**config.mk**
```make
export PLATFORM = sky130hd
export DESIGN_NAME = fp_addsub_pipe
export DESIGN_NICKNAME = d
export VERILOG_FILES = /design/src/rtl/fp_pkg.sv /design/src/rtl/fp_lzc.sv /design/src/rtl/fp_addsub_pipe.sv
export SDC_FILE = /design/constraint.sdc
export NUM_CORES = 1
export LEC_CHECK = 0
export ABC_AREA = 1
export CORE_MARGIN = 1
export CORE_UTILIZATION = 60
export CTS_CLUSTER_SIZE = 24
export DETAILED_ROUTE_END_ITERATION = 10
export PLACE_DENSITY = 0.86
export SLEW_MARGIN = 0
export SYNTH_ARGS = -nofsm -noshare
export SYNTH_HDL_FRONTEND = slang
export SYNTH_SLANG_ARGS = --single-unit
export TNS_END_PERCENT = 10
```
**constraint.sdc**
```tcl
create_clock -name clk -period 7.6 [get_ports clk]
set_input_delay 0.76 -clock clk [delete_from_list [all_inputs] [get_ports clk]]
set_output_delay 0.76 -clock clk [all_outputs]
set_load 0.1 [all_outputs]
```
**src/rtl/fp_pkg.sv**
```systemverilog
// Shared constants for the FP add/sub datapath: flag bit positions, standard
// format widths, rounding-extension width and the canonical quiet-NaN pattern.
package fp_pkg;

    localparam int FLG_INV   = 4;
    localparam int FLG_DZ    = 3;
    localparam int FLG_UF    = 2;
    localparam int FLG_OF    = 1;
    localparam int FLG_NX    = 0;
    localparam int NUM_FLAGS = 5;

    localparam int HALF_EXP_W = 5;
    localparam int HALF_MAN_W = 10;
    localparam int SGL_EXP_W  = 8;
    localparam int SGL_MAN_W  = 23;

    localparam int GRS_W = 3;

    // {0, all-ones exponent, quiet bit, zeros}, right-aligned in 64 bits
    function automatic logic [63:0] canon_qnan(input int exp_w, input int man_w);
        logic [63:0] q;
        q = '0;
        for (int i = 0; i < exp_w; i++) q[man_w+i] = 1'b1;
        q[man_w-1] = 1'b1;
        return q;
    endfunction

endpackage

```
**src/rtl/fp_lzc.sv**
```systemverilog
// Leading-zero counter; an all-zero input reports WIDTH.
module fp_lzc #(
    parameter int WIDTH = 15,
    parameter int CNT_W = $clog2(WIDTH + 1)
) (
    input  logic [WIDTH-1:0] din,
    output logic [CNT_W-1:0] cnt
);

    // highest set bit is visited last and wins
    always_comb begin
        cnt = CNT_W'(WIDTH);
        for (int i = 0; i < WIDTH; i++)
            if (din[i]) cnt = CNT_W'(WIDTH - 1 - i);
    end

endmodule

```
**src/rtl/fp_addsub_pipe.sv**
```systemverilog
// 3-stage IEEE-754 add/subtract (align | add/sub | normalise+round), RNE, valid/ready.
// Define FP_ADDSUB_FTZ_EN to flush subnormal inputs and tiny results to signed zero.
import fp_pkg::*;

module fp_addsub_pipe #(
    parameter int EXP_W = HALF_EXP_W,
    parameter int MAN_W = HALF_MAN_W
) (
    input  logic                     clk,
    input  logic                     rst,
    input  logic                     in_valid,
    output logic                     in_ready,
    input  logic [EXP_W+MAN_W:0]     in_a,
    input  logic [EXP_W+MAN_W:0]     in_b,
    input  logic                     in_sub,
    output logic                     out_valid,
    input  logic                     out_ready,
    output logic [EXP_W+MAN_W:0]     out_q,
    output logic [NUM_FLAGS-1:0]     out_flags
);

    localparam int W      = 1 + EXP_W + MAN_W;
    localparam int M      = MAN_W + 1 + GRS_W;
    localparam int LZ_W   = $clog2(M + 2);
    localparam int STAGES = 3;
    localparam logic [63:0]      QNAN64 = canon_qnan(EXP_W, MAN_W);
    localparam logic [W-1:0]     QNAN   = QNAN64[W-1:0];
    localparam logic [EXP_W-1:0] EMAX   = {EXP_W{1'b1}};

    logic              stall, en, accept;
    logic [STAGES:1]   vld_pipe;

    assign stall     = out_valid & ~out_ready;
    assign en        = ~stall;
    assign in_ready  = ~stall;
    assign accept    = in_valid & in_ready;
    assign out_valid = vld_pipe[STAGES];

    // ---------------- S1: unpack, specials, swap, align ----------------
    logic             sa, sb, a_nan, b_nan, a_inf, b_inf, a_big;
    logic [EXP_W-1:0] ea, eb, big_e, small_e, big_ee, small_ee, diff;
    logic [MAN_W-1:0] ma, mb, big_f, small_f;
    logic [M-1:0]     big_m, small_m, small_sh, mask;
    logic [31:0]      diff32;
    logic             c1_spec, c1_inv, c1_sign, c1_sub;
    logic [W-1:0]     c1_spec_q;

    always_comb begin
        sa = in_a[W-1];
        sb = in_b[W-1] ^ in_sub;
        ea = in_a[W-2:MAN_W];
        eb = in_b[W-2:MAN_W];
        ma = in_a[MAN_W-1:0];
        mb = in_b[MAN_W-1:0];
        a_nan = (ea == EMAX) & (ma != '0);
        b_nan = (eb == EMAX) & (mb != '0);
        a_inf = (ea == EMAX) & (ma == '0);
        b_inf = (eb == EMAX) & (mb == '0);
`ifdef FP_ADDSUB_FTZ_EN
        if (ea == '0) ma = '0;
        if (eb == '0) mb = '0;
`endif
        a_big    = {ea, ma} >= {eb, mb};
        big_e    = a_big ? ea : eb;
        small_e  = a_big ? eb : ea;
        big_f    = a_big ? ma : mb;
        small_f  = a_big ? mb : ma;
        c1_sign  = a_big ? sa : sb;
        c1_sub   = sa ^ sb;
        big_ee   = (big_e == '0) ? EXP_W'(1) : big_e;
        small_ee = (small_e == '0) ? EXP_W'(1) : small_e;
        diff     = big_ee - small_ee;
        diff32   = 32'(diff);
        big_m    = {big_e != '0, big_f, {GRS_W{1'b0}}};
        small_m  = {small_e != '0, small_f, {GRS_W{1'b0}}};
        mask     = ~({M{1'b1}} << diff);
        if (diff32 >= M) begin
            small_sh    = '0;
            small_sh[0] = |small_m;
        end else begin
            small_sh    = small_m >> diff;
            small_sh[0] = small_sh[0] | (|(small_m & mask));
        end

        c1_spec   = a_nan | b_nan | a_inf | b_inf;
        c1_inv    = 1'b0;
        c1_spec_q = QNAN;
        if (a_nan | b_nan)
            c1_inv = (a_nan & ~ma[MAN_W-1]) | (b_nan & ~mb[MAN_W-1]);
        else if (a_inf & b_inf & c1_sub)
            c1_inv = 1'b1;
        else if (a_inf)
            c1_spec_q = {sa, EMAX, {MAN_W{1'b0}}};
        else if (b_inf)
            c1_spec_q = {sb, EMAX, {MAN_W{1'b0}}};
    end

    logic             s1_sign, s1_sub, s1_spec, s1_inv;
    logic [EXP_W-1:0] s1_exp;
    logic [M-1:0]     s1_big, s1_small;
    logic [W-1:0]     s1_spec_q;

    // ---------------- S2: add / subtract ----------------
    logic [M:0]       sum, c2_m;
    logic [EXP_W:0]   c2_exp;

    always_comb begin
        sum = s1_sub ? ({1'b0, s1_big} - {1'b0, s1_small})
                     : ({1'b0, s1_big} + {1'b0, s1_small});
        // carry-out: renormalise right by one, folding the lost bit into sticky
        if (sum[M]) begin
            c2_m   = {1'b0, sum[M:2], sum[1] | sum[0]};
            c2_exp = {1'b0, s1_exp} + (EXP_W+1)'(1);
        end else begin
            c2_m   = sum;
            c2_exp = {1'b0, s1_exp};
        end
    end

    logic             s2_sign, s2_sub, s2_spec, s2_inv;
    logic [EXP_W:0]   s2_exp;
    logic [M:0]       s2_m;
    logic [W-1:0]     s2_spec_q;

    // ---------------- S3: normalise, round, pack ----------------
    logic [LZ_W-1:0]          lz;
    logic [31:0]              sh_want, sh_lim, sh;
    logic [M:0]               m_n;
    logic [EXP_W:0]           e_n, exp_pre, r_exp;
    logic [EXP_W+MAN_W:0]     rnd;
    logic                     up, nx, res_zero;
    logic [W-1:0]             res_q;
    logic [NUM_FLAGS-1:0]     res_f;

    fp_lzc #(.WIDTH(M + 1)) u_lzc (
        .din (s2_m),
        .cnt (lz)
    );

    always_comb begin
        // leading one belongs at bit M-1; never shift below the minimum exponent
        sh_want  = 32'(lz) - 32'd1;
        sh_lim   = 32'(s2_exp) - 32'd1;
        sh       = (sh_want < sh_lim) ? sh_want : sh_lim;
        m_n      = s2_m << sh;
        e_n      = s2_exp - sh[EXP_W:0];
        exp_pre  = m_n[M-1] ? e_n : '0;
        up       = m_n[2] & (m_n[1] | m_n[0] | m_n[3]);
        // rounding carry ripples into the exponent field (subnormal->normal, ->Inf)
        rnd      = {exp_pre, m_n[M-2:GRS_W]} + {{(EXP_W+MAN_W){1'b0}}, up};
        r_exp    = rnd[EXP_W+MAN_W:MAN_W];
        res_zero = (s2_m == '0);
        nx       = |m_n[GRS_W-1:0];
        res_q    = {s2_sign, r_exp[EXP_W-1:0], rnd[MAN_W-1:0]};
        res_f    = '0;
        res_f[FLG_NX] = nx;
        res_f[FLG_UF] = (r_exp == '0) & nx;
        if (r_exp >= {1'b0, EMAX}) begin
            res_q         = {s2_sign, EMAX, {MAN_W{1'b0}}};
            res_f[FLG_OF] = 1'b1;
            res_f[FLG_NX] = 1'b1;
        end
        if (res_zero)
            res_q = {s2_sub ? 1'b0 : s2_sign, {(W-1){1'b0}}};
`ifdef FP_ADDSUB_FTZ_EN
        else if (r_exp == '0) begin
            res_q         = {s2_sign, {(W-1){1'b0}}};
            res_f[FLG_UF] = 1'b1;
            res_f[FLG_NX] = 1'b1;
        end
`endif
        if (s2_spec) begin
            res_q          = s2_spec_q;
            res_f          = '0;
            res_f[FLG_INV] = s2_inv;
        end
    end

    // ---------------- registers ----------------
    always_ff @(posedge clk or posedge rst) begin
        if (rst) begin
            vld_pipe  <= '0;
            out_q     <= '0;
            out_flags <= '0;
        end else if (en) begin
            vld_pipe <= {vld_pipe[STAGES-1:1], accept};
            if (vld_pipe[STAGES-1]) begin
                out_q     <= res_q;
                out_flags <= res_f;
            end
        end
    end

    always_ff @(posedge clk) begin
        if (en) begin
            s1_sign   <= c1_sign;
            s1_sub    <= c1_sub;
            s1_exp    <= big_ee;
            s1_big    <= big_m;
            s1_small  <= small_sh;
            s1_spec   <= c1_spec;
            s1_inv    <= c1_inv;
            s1_spec_q <= c1_spec_q;
            s2_sign   <= s1_sign;
            s2_sub    <= s1_sub;
            s2_exp    <= c2_exp;
            s2_m      <= c2_m;
            s2_spec   <= s1_spec;
            s2_inv    <= s1_inv;
            s2_spec_q <= s1_spec_q;
        end
    end

endmodule
```
==> impl_metrics.py, run 1 <==
metrics = {
    "global_route": {
        "grt_overflow_total": 0,
        "grt_max_degree": 67,
        "grt_usage_pct": 28.1,
        "grt_antenna_before_repair": 0,
        "grt_first_pass_wirelength_microns": 29400,
        "first_global_vias": 6549,
    },
    "worst_hold_path": {
        "whs_endpoint": "s2_sign",
        "worst_hold_startpoint": "s1_sign",
        "whs_path_depth": 0,
        "hold_path_class": "flop to flop",
    },
    "die": {
        "floorplan.die.width_microns": 115,
        "io-pin-count": 60,
        "core_area_sq_um": 12300,
        "die_height_microns": 115,
        "fp.dieArea_sq_um": 13300,
        "fp-row-count": 40,
        "initial_utilization_pct": 62.6,
    },
    "yosys": {
        "synth_flop_cell": "sky130_fd_sc_hd__edfxtp_1",
        "synth_area_leader_cell": "sky130_fd_sc_hd__edfxtp_1",
        "synth_compound_area_share_pct": 14.4,
        "synth_fp_nets": 1156,
        "synthSimpleGateAreaFrac_pct": 29.7,
        "netlist_area_sq_um": 7680,
        "synthArstFlopShare_pct": 27.1,
        "post_synth_adder_cell_area_pct": 10.1,
        "ys_seq_area_share_pct": 31.7,
        "netlist.area_leader.share_pct": 24.3,
        "synthesis.instances": 1059,
        "synth_cell_types": 57,
        "combinational_family_with_the_most_area_after_synthesis": "simple AND/OR/NAND/NOR gates",
        "synthesis.area_per_instance_sq_um": 7.25,
        "synth_mux_area_share_pct": 0.391,
        "yosysWarningCount": 0,
        "synth_enable_flop_cells": 62,
        "post_synthesis_share_of_cell_area_spent_on_xor_and_xnor_gates_pct": 4.20,
        "synth_seq_cells": 85,
        "ys_top_cells_by_area": "sky130_fd_sc_hd__edfxtp_1, sky130_fd_sc_hd__nand2_1, sky130_fd_sc_hd__ha_1, sky130_fd_sc_hd__dfrtp_1, sky130_fd_sc_hd__inv_1",
    },
    "timing": {
        "finalCritPeriodShare_pct": 78.6,
        "setup_total_negative_slack_ns": 0,
        "fin_worst_skew_ns": 0.0135,
        "rsz0062_at_grt": "false",
        "finalSetupViolations": 0,
        "layout_min_cycle_time_ns": 5.97,
        "worstMarginPinSlew_ns": 0.982,
        "max_freq_ghz": 0.167,
        "relSlewSlack_pct": 34.3,
        "final-max-slew-violation-count": 0,
        "timing.final.hold_violations": 0,
    },
    "worst_setup_path": {
        "start_to_end_type_of_the_worst_setup_path": "flop to flop",
        "r2r_setup_slack_ns": 1.63,
        "critical_path_arrival_ns": 6.26,
        "worstReg2RegEnd": "out_q[1]",
        "crit_top_cell": "sky130_fd_sc_hd__nand2_1",
        "required_ns": 7.89,
        "worst_r2r_startpoint": "s2_m[1]",
        "timing.critical_path.from_type": "flop",
        "max_stage_delay_ns": 0.48,
        "setup.worst_path.end_class": "flop",
        "worst_r2r_path_depth": 37,
        "crit_fanout": 15,
        "cpMaxStageDelayCell": "sky130_fd_sc_hd__a21oi_1",
    },
    "cells_and_area": {
        "drive_above_1_share_pct": 7.27,
        "area_growth_pct": 12.9,
        "fin_nets": 1206,
        "finalInstanceArea_sq_um": 8670,
        "antenna-diode-count": 0,
        "seqCellArea_sq_um": 2440,
        "fillCellCount": 989,
        "multiInputGateArea_sq_um": 4510,
    },
    "clock_tree": {
        "cts_made_buffers": 9,
        "clkSinkCount": 85,
        "cts_tree": "built",
        "clkSlewWorstSetupHoldPaths_ns": 0.08,
        "post_cts_hold_buffer_count": 0,
        "cts_htree_levels": 3,
        "clock_path_buffers": 2,
        "number_of_buffers_added_for_setup_after_cts": 0,
        "clk_latency_ns": 0.36,
        "cts_resized": 0,
        "clock-root-buffer": "sky130_fd_sc_hd__clkbuf_16",
    },
    "drt": {
        "totalWireLength_microns": 17700,
        "post_drt_wl_per_cell_microns": 13.8,
        "drt_iter0_markers": 634,
        "via_count": 7182,
        "drt_drc_violations_left": 0,
        "ant_nets": 0,
        "vias_per_cell": 5.60,
        "first_pass_detailed_route_iteration_total": 5,
    },
    "placed_design": {
        "number_of_port_buffers": 58,
        "routabilityCongestion": 0.929,
        "place_area_sq_um": 8370,
        "place_hpwl_microns": 13900,
    },
    "outcome": {
        "run_status": "complete, no violations",
    },
    "flow_run": {
        "max_cap_violations": 0,
    },
}
layer usage:
metal,part of all wire (%),global-route usage [%],wire (microns)
met5,0,0,0
met4,2.0,9.26,361
met3,6.1,5.11,1090
met2,48,48.3,8490
met1,44,35.9,7720
through the flow:
stage | utilization (%) | worst slack [ns] | hold WS, ns | std cells
finish | 70.7 | 1.63 | 0.422 | 1282
global route | 70.7 | 1.07 | 0.425 | 1282
CTS | 70.7 | 1.74 | 0.421 | 1282
detailed placement | 68.2 | 1.41 | 0.405 | 1266
global placement | 68.2 | 1.55 | 0.402 | 1266
floorplan | - | 2.51 | 0.400 | 1059
cells in the mapped netlist, types with 3 or more instances:
library cell / n
sky130_fd_sc_hd__fa_1: 3
sky130_fd_sc_hd__nor2_2: 8
sky130_fd_sc_hd__nand2_2: 11
sky130_fd_sc_hd__nor4_1: 3
sky130_fd_sc_hd__o311ai_0: 3
sky130_fd_sc_hd__nor2_1: 80
sky130_fd_sc_hd__nand3_1: 94
sky130_fd_sc_hd__nor3_1: 14
sky130_fd_sc_hd__o21ai_1: 3
sky130_fd_sc_hd__edfxtp_1: 62
sky130_fd_sc_hd__mux2i_1: 3
sky130_fd_sc_hd__buf_6: 3
sky130_fd_sc_hd__or2_2: 3
sky130_fd_sc_hd__inv_2: 6
sky130_fd_sc_hd__inv_1: 148
sky130_fd_sc_hd__ha_1: 57
sky130_fd_sc_hd__xor2_1: 28
sky130_fd_sc_hd__o21bai_1: 3
sky130_fd_sc_hd__buf_4: 3
sky130_fd_sc_hd__o21ai_0: 86
sky130_fd_sc_hd__o211ai_1: 5
sky130_fd_sc_hd__clkinv_1: 5
sky130_fd_sc_hd__nand4_1: 15
sky130_fd_sc_hd__nand3_2: 7
sky130_fd_sc_hd__a211oi_1: 3
sky130_fd_sc_hd__a31oi_1: 4
sky130_fd_sc_hd__clkbuf_1: 16
sky130_fd_sc_hd__dfrtp_1: 23
sky130_fd_sc_hd__nand2_1: 253
sky130_fd_sc_hd__o21ai_2: 9
sky130_fd_sc_hd__xnor2_1: 7
sky130_fd_sc_hd__o22ai_1: 3
sky130_fd_sc_hd__nand2_4: 7
sky130_fd_sc_hd__a21oi_1: 50
final cells by class:
class / instances / share of cell area, %
Timing Repair Buffer: 62 / 7.04
Multi-Input combinational cell: 792 / 52.0
Inverter: 159 / 6.88
Tap cell: 168 / 2.42
Clock inverter: 7 / 0.909
Clock buffer: 9 / 2.60
Sequential cell: 85 / 28.1
registers in the layout (all words and copies together) (netlist names):
register	flops
out_flags	4
out_q	16
s1_big	11
s1_exp	5
s1_inv	1
s1_sign	1
s1_small	14
s1_spec	1
s1_spec_q	2
s1_sub	1
s2_exp	6
s2_inv	1
s2_m	14
s2_sign	1
s2_spec	1
s2_spec_q	2
s2_sub	1
vld_pipe	3
layout by cell type (no fill, tap or decap), drive strengths merged, types with 2 or more instances in the layout:
cell | netlist | layout
nand2 | 271 | 271
inv | 154 | 159
nand3 | 102 | 102
o21ai | 100 | 100
nor2 | 90 | 90
edfxtp | 62 | 62
clkdlybuf4s50 | 0 | 58
ha | 57 | 57
a21oi | 51 | 51
xor2 | 28 | 28
dfrtp | 23 | 23
nand4 | 15 | 15
nor3 | 15 | 15
clkbuf | 16 | 9
xnor2 | 8 | 8
clkinv | 5 | 7
o211ai | 5 | 5
a31oi | 4 | 4
buf | 7 | 4
or2 | 3 | 3
a211oi | 3 | 3
nor4 | 3 | 3
o21bai | 3 | 3
mux2i | 3 | 3
o22ai | 3 | 3
o311ai | 3 | 3
fa | 3 | 3
a21o | 2 | 2
or3 | 2 | 2
o31ai | 2 | 2
a221oi | 2 | 2
and2 | 2 | 2
o2111a | 2 | 2
worst max-delay path: cells and delay by family (launching register included):
family / cells / cell delay [ns]
AO/OA/AOI/OAI: 6 / 1.62
XOR/XNOR: 1 / 0.22
buffers and inverters: 5 / 0.51
AND/OR/NAND/NOR: 22 / 2.38
adder cells (fa/ha/maj): 3 / 0.77
flip-flops: 1 / 0.40
worst max-delay path by stage:
stage	start	endpoint	slack, ns	cells past startpoint
floorplan	in_b[2]	s1_small[0]	2.51	32
global placement	in_b[2]	s1_small[0]	1.55	31
detailed placement	in_b[2]	s1_small[0]	1.41	31
CTS	s2_m[1]	out_q[7]	1.74	37
global route	in_b[2]	s1_small[0]	1.07	31
finish	s2_m[1]	out_q[1]	1.63	37
cells by family (layout without fill, tap and decap cells):
kind of cell	after synthesis	after routing
adders and majority gates	60	60
AOI/OAI and AO/OA	187	187
muxes	3	3
xor gates and xnor gates	36	36
buffers and inverters	182	237
other	1	1
DFF	85	85
and+or+nand+nor	505	505
Power of run 1 is not shown: default switching activity piles up to over one toggle a cycle in this logic, so the estimate is an artifact.
==> inputs of run 2 (changes only) <==
==> constraint.sdc (replaced) <==
create_clock -name clk -period 5.66 [get_ports clk]
set_input_delay 0.566 -clock clk [delete_from_list [all_inputs] [get_ports clk]]
set_output_delay 0.566 -clock clk [all_outputs]
set_load 0.1 [all_outputs]
==> impl_metrics.py, run 2 (synthesis gave the netlist of run 1 again) <==
metrics = {
    "outcome": {
        "run_status": "complete, no violations",
    },
    "global_route": {
        "first_global_vias": 6588,
        "grt_first_pass_wirelength_microns": 30000,
        "grt_antenna_before_repair": 0,
        "grt_overflow_total": 0,
        "grt_max_degree": 67,
        "grt_usage_pct": 29.0,
    },
    "drt": {
        "drt_drc_violations_left": 0,
        "ant_nets": 0,
        "vias_per_cell": 5.60,
        "first_pass_detailed_route_iteration_total": 6,
        "post_drt_wl_per_cell_microns": 14.1,
        "totalWireLength_microns": 18400,
        "drt_iter0_markers": 749,
        "via_count": 7300,
    },
    "timing": {
        "max_freq_ghz": 0.191,
        "relSlewSlack_pct": 32.5,
        "finalSetupViolations": 0,
        "timing.final.hold_violations": 0,
        "worstMarginPinSlew_ns": 1.01,
        "final.setup.worst_slack_ns": 0.418,
        "rsz0062_at_grt": "true",
        "layout_min_cycle_time_ns": 5.24,
        "final-max-slew-violation-count": 0,
        "fin_worst_skew_ns": 0.00891,
        "finalCritPeriodShare_pct": 92.6,
    },
    "cells_and_area": {
        "fin_nets": 1227,
        "max_reg_flops": 16,
        "leading_cell_type_in_the_layout_fill_and_taps_excluded": "sky130_fd_sc_hd__nand2_1",
        "antenna-diode-count": 0,
        "regMostFlops": "out_q",
        "area_growth_pct": 15.6,
        "layout_common_cells": "sky130_fd_sc_hd__nand2_1, sky130_fd_sc_hd__inv_1, sky130_fd_sc_hd__nand3_1",
        "largest_registers": "out_q x16, s1_small x14, s2_m x14",
        "drive_above_1_share_pct": 9.34,
    },
    "clock_tree": {
        "cts_htree_levels": 3,
        "clock-root-buffer": "sky130_fd_sc_hd__clkbuf_16",
        "clk_latency_ns": 0.36,
        "clkSlewWorstSetupHoldPaths_ns": 0.07,
        "cts_made_buffers": 9,
        "clock_path_buffers": 2,
        "clkSinkCount": 85,
        "cts_tree": "built",
    },
    "flow_run": {
        "max_cap_violations": 0,
    },
    "worst_setup_path": {
        "max_stage_delay_ns": 0.44,
        "critical_path_arrival_ns": 5.53,
        "crit_top_cell": "sky130_fd_sc_hd__nand2_1",
        "required_ns": 5.95,
        "start_to_end_type_of_the_worst_setup_path": "flop to flop",
        "setup.worst_path.end_class": "flop",
        "cpMaxStageDelayCell": "sky130_fd_sc_hd__edfxtp_1",
        "crit_fanout": 16,
        "r2r_setup_slack_ns": 0.42,
        "timing.critical_path.from_type": "flop",
    },
    "die": {
        "floorplan.die.width_microns": 115,
        "initial_utilization_pct": 62.6,
        "die_height_microns": 115,
        "core_area_sq_um": 12300,
        "fp-row-count": 40,
        "io-pin-count": 60,
        "fp.dieArea_sq_um": 13300,
    },
    "placed_design": {
        "place_hpwl_microns": 14100,
        "number_of_port_buffers": 58,
        "pre_cts_slack_ns": 0.0803,
        "routabilityCongestion": 0.922,
    },
    "worst_hold_path": {
        "hold_path_class": "flop to flop",
    },
}
[run 2: changes by cell type in the layout (fill, tap and decap cells not counted), sizes merged]
cell,delta
buf,+20
clkbuf,+1
clkinv,-2
clkinvlp,+1
nand3,+1
[run 2: through the flow]
stage | utilization, % | hold WS, ns | TNS (ns) | area, sq um | instances
finish | 72.4 | 0.421 | 0 | 8870 | 1303
global route | 72.4 | 0.427 | -0.220 | 8870 | 1303
CTS | 71.7 | 0.421 | 0 | 8790 | 1299
detailed placement | 69.3 | 0.405 | 0 | 8490 | 1283
global placement | 69.3 | 0.401 | 0 | 8490 | 1283
floorplan | - | 0.400 | 0 | 7680 | 1059
[run 2: layout make-up]
type                            count  area [sq um]
Multi-Input combinational cell    793          4560
Fill cell                         971          3390
Sequential cell                    85          2440
Tap cell                          168           210
Clock buffer                       10           250
Clock inverter                      6          48.8
Timing Repair Buffer               82           773
Inverter                          159           597
[run 2: routing by layer]
layer  global-route usage [%]  up-vias  part of all wire (%)
li1                         -     3677                     -
met2                     48.7      257                    48
met1                     36.8     3340                    43
met3                     6.38       26                   6.7
met5                        0        -                     0
met4                     10.3        0                   1.9
[run 2: repair_timing]
action / CTS / global route
hold buffers: 0 / 0
resized for setup: 0 / 9
setup endpoints to repair: 0 / 21
endpoints found under the hold margin: 0 / 0
setup buffers: 0 / 3
[run 2: worst max-delay path, delay by kind of cell (launching register included)]
family                   cells  cell delay (ns)
buffers and inverters        3             0.29
XOR/XNOR                     3             0.54
AND/OR/NAND/NOR             26             2.51
AO/OA/AOI/OAI                2             0.25
adder cells (fa/ha/maj)      4             1.12
flip-flops                   1             0.44
[run 2: worst paths after layout]
| path | start | to | depth (start not counted) |
|---|---|---|---|
| worst min register to register | s1_spec_q[15] | s2_spec_q[15] | 0 |
| min in group asynchronous | rst | out_q[9] | 2 |
| worst max-delay path | s2_m[0] | out_q[3] | 38 |
| worst max register to register | s2_m[0] | out_q[3] | 38 |
| max in group asynchronous | rst | out_flags[2] | 2 |
| worst min-delay path | s1_spec_q[15] | s2_spec_q[15] | 0 |
Power of run 2 is left out for the same reason.
==> RTL change 1 (flow settings as in run 2) <==
Set the package constant `GRS_W` to 6 (it was 3).
--- a/src/rtl/fp_pkg.sv
+++ b/src/rtl/fp_pkg.sv
@@ -14,7 +14,7 @@
     localparam int SGL_EXP_W  = 8;
     localparam int SGL_MAN_W  = 23;
 
-    localparam int GRS_W = 3;
+    localparam int GRS_W = 6;
 
     // {0, all-ones exponent, quiet bit, zeros}, right-aligned in 64 bits
     function automatic logic [63:0] canon_qnan(input int exp_w, input int man_w);
Check against the original RTL: not equivalent (a bounded check fails within 4 cycles, from zero or initial values and one cycle with rst high).
==> RTL change 1 against run 2 <==
Cell count is 14% higher; final area increased by 14%; synthesized area increased by 9.5%; setup slack lost 0.24 ns; synthesized cell count rose by 11%; first-iteration DRC count decreased by 20%; routed wire length is 15% higher; sequential cell count up 6; global-route usage rose by 0.77 points; highest routed layer unchanged.
==> RTL change 1: results (changes against run 2) <==
- Number of multi-input logic gates: 877 (was 793)
- Sequential area share after synthesis: 0.311 (was 0.317)
- Reg2reg start: s2_m[1] (was s2_m[0])
- CP max stage delay: 0.47 ns (was 0.44 ns)
- First-pass GRT wire length: 34800 µm (was 30000 µm)
- Inverter count: 179 (was 159)
- WHS: 0.423 ns (was 0.421 ns)
- Post-synth EDFFs: 68 (was 62)
- Crit path launch: in_b[2] (was s2_m[0])
- Max Transition Viols Final: 0 (unchanged)
- Outcome: finished, final reports clean (unchanged)
- Critical path's top delay family: compound AO/OA/AOI/OAI gates (was simple AND/OR/NAND/NOR gates)
- Clk sinks: 91 (was 85)
- Worst reg2reg path endpoint: out_q[1] (was out_q[3])
- # rows: 42 (was 40)
- Synth Area in Adders: 0.0950 (was 0.101)
- Seq area share: 0.258 (was 0.275)
- Non-Filler Instances: 1484 (was 1303)
- Mux contribution to synthesized area: 0.00596 (was 0.00391)
- Leading cell types by count after synthesis: nand2_1, inv_1, nand3_1, o21ai_0, nor2_1 (unchanged)
- Share of cells above drive strength 1: 0.153 (was 0.0934)
- Tmin final: 5.48 ns (was 5.24 ns)
- HP Start: s1_inv (was s1_spec_q[15])
- Routing usage on met1: 0.352 (was 0.368)
- Vias in the first global route: 7778 (was 6588)
- Nets@finish: 1402 (was 1227)
- Worst-case reg-to-reg path depth: 40 (was 38)
- Tightest Pin Transition: 0.979 ns (was 1.01 ns)
- Multi-input gate area: 0.00509 mm² (was 0.00456 mm²)
- Hold Path End: s2_inv (was s2_spec_q[15])
- Largest cells by area after synthesis: edfxtp_1, nand2_1, ha_1 (unchanged)
- Crit-path slowest cell: clkdlybuf4s50_1 (was edfxtp_1)
- Crit-path max FO: 9 (was 16)
- Xor and xnor area share after synthesis: 0.0344 (was 0.0420)
- Non-clock buffer share of cell area: 0.123 (was 0.0871)
- Crit path DAT: 5.57 ns (was 5.53 ns)
- Pre-CTS WS: -0.403 ns (was 0.0803 ns)
- Async SR Flop Fraction: 0.253 (was 0.271)
- Cell variety after synth: 58 (was 57)
- Met3 Track Usage GR: 0.0425 (was 0.0638)
- Global Route Usage Sum: 0.298 (was 0.290)
- Compound-Gate Fraction of Synth Area: 0.136 (was 0.144)
- Area grow syn2layout: 20.6% (was 15.6%)
- Layout buffer count excluding clock buffers: 145 (was 82)
- Final HPWL DP: 16800 µm (was 14100 µm)
- Critical Path End: s1_small[0] (was out_q[3])
- Largest net degree at the start of global routing: 73 (was 67)
- Skew-Pair Late Insertion Delay: between 0.3 and 0.4 ns
- Wire length on met1: 8740 µm (was 7950 µm)
- Clock skew: 0.00797 ns (was 0.00891 ns)
- Layout fillers: 1036 (was 971)
- Syn avg cell area: 7.15 µm² (was 7.25 µm²)
- ClkCell Share: 0.0288 (was 0.0337)
- DRT Pass-1 Iters: 5 (was 6)
- R2r setup slk: 0.39 ns (was 0.42 ns)
- 1st-iter DRT viols: 597 (was 749)
- Met2 wire len: 10700 µm (was 8880 µm)
- Routability Congestion: 0.961 (was 0.922)
==> RTL change 1: changes by cell type after synthesis, moves of 5 or more <==
| cell | run 2 | this run |
|---|---|---|
| a21oi_1 | 50 | 44 |
| edfxtp_1 | 62 | 68 |
| inv_1 | 148 | 166 |
| nand2_1 | 253 | 265 |
| nand2_2 | 11 | 17 |
| nand3_1 | 94 | 133 |
| nor2_1 | 80 | 95 |
| nor3_1 | 14 | 9 |
| nor4_1 | 3 | 8 |
| o21ai_0 | 86 | 96 |
| or2_2 | 3 | 9 |
==> RTL change 1: repair_timing <==
| action | in CTS | in global routing |
|---|---|---|
| gates resized for setup | 3 | 47 |
| setup buffers | 0 | 9 |
| hold endpoints to repair | 0 | 0 |
| setup endpoints to repair | 1 | 19 |
| gates cloned | 0 | 2 |
| pin swaps | 0 | 16 |
==> RTL change 1: report_power, final <==
group	switching [mW]	total (mW)	internal, mW
Clock	0.262	0.579	0.317
Sequential	0.158	1.21	1.05
Combinational	2.78	4.18	1.40
==> RTL change 2 (settings of run 2) <==
Without the edit above. Make the reset (`rst`) synchronous in one clocked block.
--- a/src/rtl/fp_addsub_pipe.sv
+++ b/src/rtl/fp_addsub_pipe.sv
@@ -177,7 +177,7 @@
     end
 
     // ---------------- registers ----------------
-    always_ff @(posedge clk or posedge rst) begin
+    always_ff @(posedge clk) begin
         if (rst) begin
             vld_pipe  <= '0;
             out_q     <= '0;
Check against the original RTL: differs if rst is asserted again (counterexample within 4 cycles, from zero or initial values and one cycle with rst high); with rst held inactive, the same outputs for 4 cycles.
==> RTL change 2 against run 2 <==
Count of clock-buffer cells in the layout down 1; synthesized area about the same; routed wire length shrank 5.4%; final area decreased by 2.1%; setup slack improved by 0.11 ns; sequential cell count stayed put; via count decreased by 1.2%.
Power is not shown: default switching activity piles up to over one toggle a cycle in this logic, so the estimate is an artifact.
==> RTL change 2: results (changes against run 2) <==
- Multi-input gate area: 0.00460 mm² (was 0.00456 mm²)
- Synth Area in Adders: 0.101 (about the same)
- Outcome: finished, final reports clean (unchanged)
- Largest net degree at the start of global routing: 65 (was 67)
- Share of cells above drive strength 1: 0.0733 (was 0.0934)
- Reg2reg start: s2_m[1] (was s2_m[0])
- Global Route Usage Sum: 0.274 (was 0.290)
- Clock skew: 0.0107 ns (was 0.00891 ns)
- Final HPWL DP: 13800 µm (was 14100 µm)
- Sequential area share after synthesis: 0.303 (was 0.317)
- Worst reg2reg path endpoint: out_flags[0] (was out_q[3])
- Vias per Instance: 5.55 (was 5.60)
- Crit path launch: in_b[14] (was s2_m[0])
- Critical Path End: s1_small[0] (was out_q[3])
- Routed wire length per instance: 13.4 µm (was 14.1 µm)
- Vias in the first global route: 6612 (was 6588)
- Async SR Flop Fraction: 0 (was 0.271)
- R2r setup slk: 0.62 ns (was 0.42 ns)
- Slew HR: 0.336 (was 0.325)
- Largest cells by area after synthesis: edfxtp_1, nand2_1, ha_1 (unchanged)
- Leading cell types by count after synthesis: nand2_1, inv_1, o21ai_0, nand3_1, nor2_1 (was nand2_1, inv_1, nand3_1, o21ai_0, nor2_1)
- Nets@finish: 1224 (was 1227)
- Routability Congestion: 0.965 (was 0.922)
- Layout fillers: 993 (was 971)
- Skew-Pair Late Insertion Delay: 0.34 ns (was 0.36 ns)
[RTL change 2: cell count changes after synthesis, moves of 4 or more]
cell	change
dfrtp_1	-23
dfxtp_1	+23
a21oi_1	+13
o21ai_0	+13
nand2_1	-8
o21ai_2	-8
buf_6	+6
xor2_1	-6
nand4_1	+5
inv_1	-4
nor3_1	-4
[RTL change 2: worst max-delay path, cell delays in order]
cell and delay (ns):
clkdlybuf4s50_1 0.48, inv_1 0.07, ha_1 0.35, nand3_1 0.09
or4_1 0.52, nand3_1 0.19, buf_4 0.23, nand2_1 0.06
o21ai_1 0.11, nand3_1 0.11, o21ai_0 0.20, ha_1 0.16
inv_1 0.06, fa_1 0.38, nand2_1 0.07, inv_1 0.05
nor2_1 0.08, o21bai_1 0.08, xnor2_1 0.23, inv_1 0.11
nor2_1 0.14, inv_1 0.14, a21oi_1 0.15, nor2_1 0.07
a2111oi_2 0.35, o2111ai_1 0.17
[RTL change 2: layout make-up]
cell class                 instances  area share
timing repair buffer              70      0.0772
inverter                         155      0.0671
sequential                        85       0.267
tap                              168      0.0242
clock inverter                     7     0.00878
clock buffer                       9      0.0259
multi-input combinational        806       0.530
[RTL change 2: worst min path at each step]
| stage | startpoint | end | slack, ns | cells past startpoint |
|---|---|---|---|---|
| after floorplan | s1_inv | s2_inv | 0.40 | 0 |
| after global placement | s1_inv | s2_inv | 0.40 | 0 |
| after detailed placement | s1_spec_q[15] | s2_spec_q[15] | 0.40 | 0 |
| after CTS | s1_spec_q[15] | s2_spec_q[15] | 0.42 | 0 |
| after global routing | s1_spec_q[9] | s2_spec_q[9] | 0.43 | 0 |
| final | s1_spec_q[15] | s2_spec_q[15] | 0.42 | 0 |
[RTL change 2: through the flow]
step	worst slack [ns]	cells
2_1_floorplan	0.276	1075
3_3_place_gp	0.270	1284
3_5_place_dp	0.136	1284
4_1_cts	0.298	1300
5_1_grt	0.0289	1300
6_report	0.524	1300
[RTL change 2: metal layers]
| layer | up-vias | GRT usage | routed length (µm) |
|---|---|---|---|
| met2 | 259 | 0.486 | 8480 |
| li1 | 3711 | - | - |
| met3 | 43 | 0.0501 | 1040 |
| met4 | 0 | 0.102 | 428 |
| met1 | 3198 | 0.332 | 7480 |
| met5 | - | 0 | 0 |
[RTL change 2: logic make-up after synthesis]
logic type      after synthesis
xor+xnor                     30
flops                        85
mux                           3
other cells                   1
fa+ha+maj                    60
buf+inv                     184
compound gates              206
simple gates                506
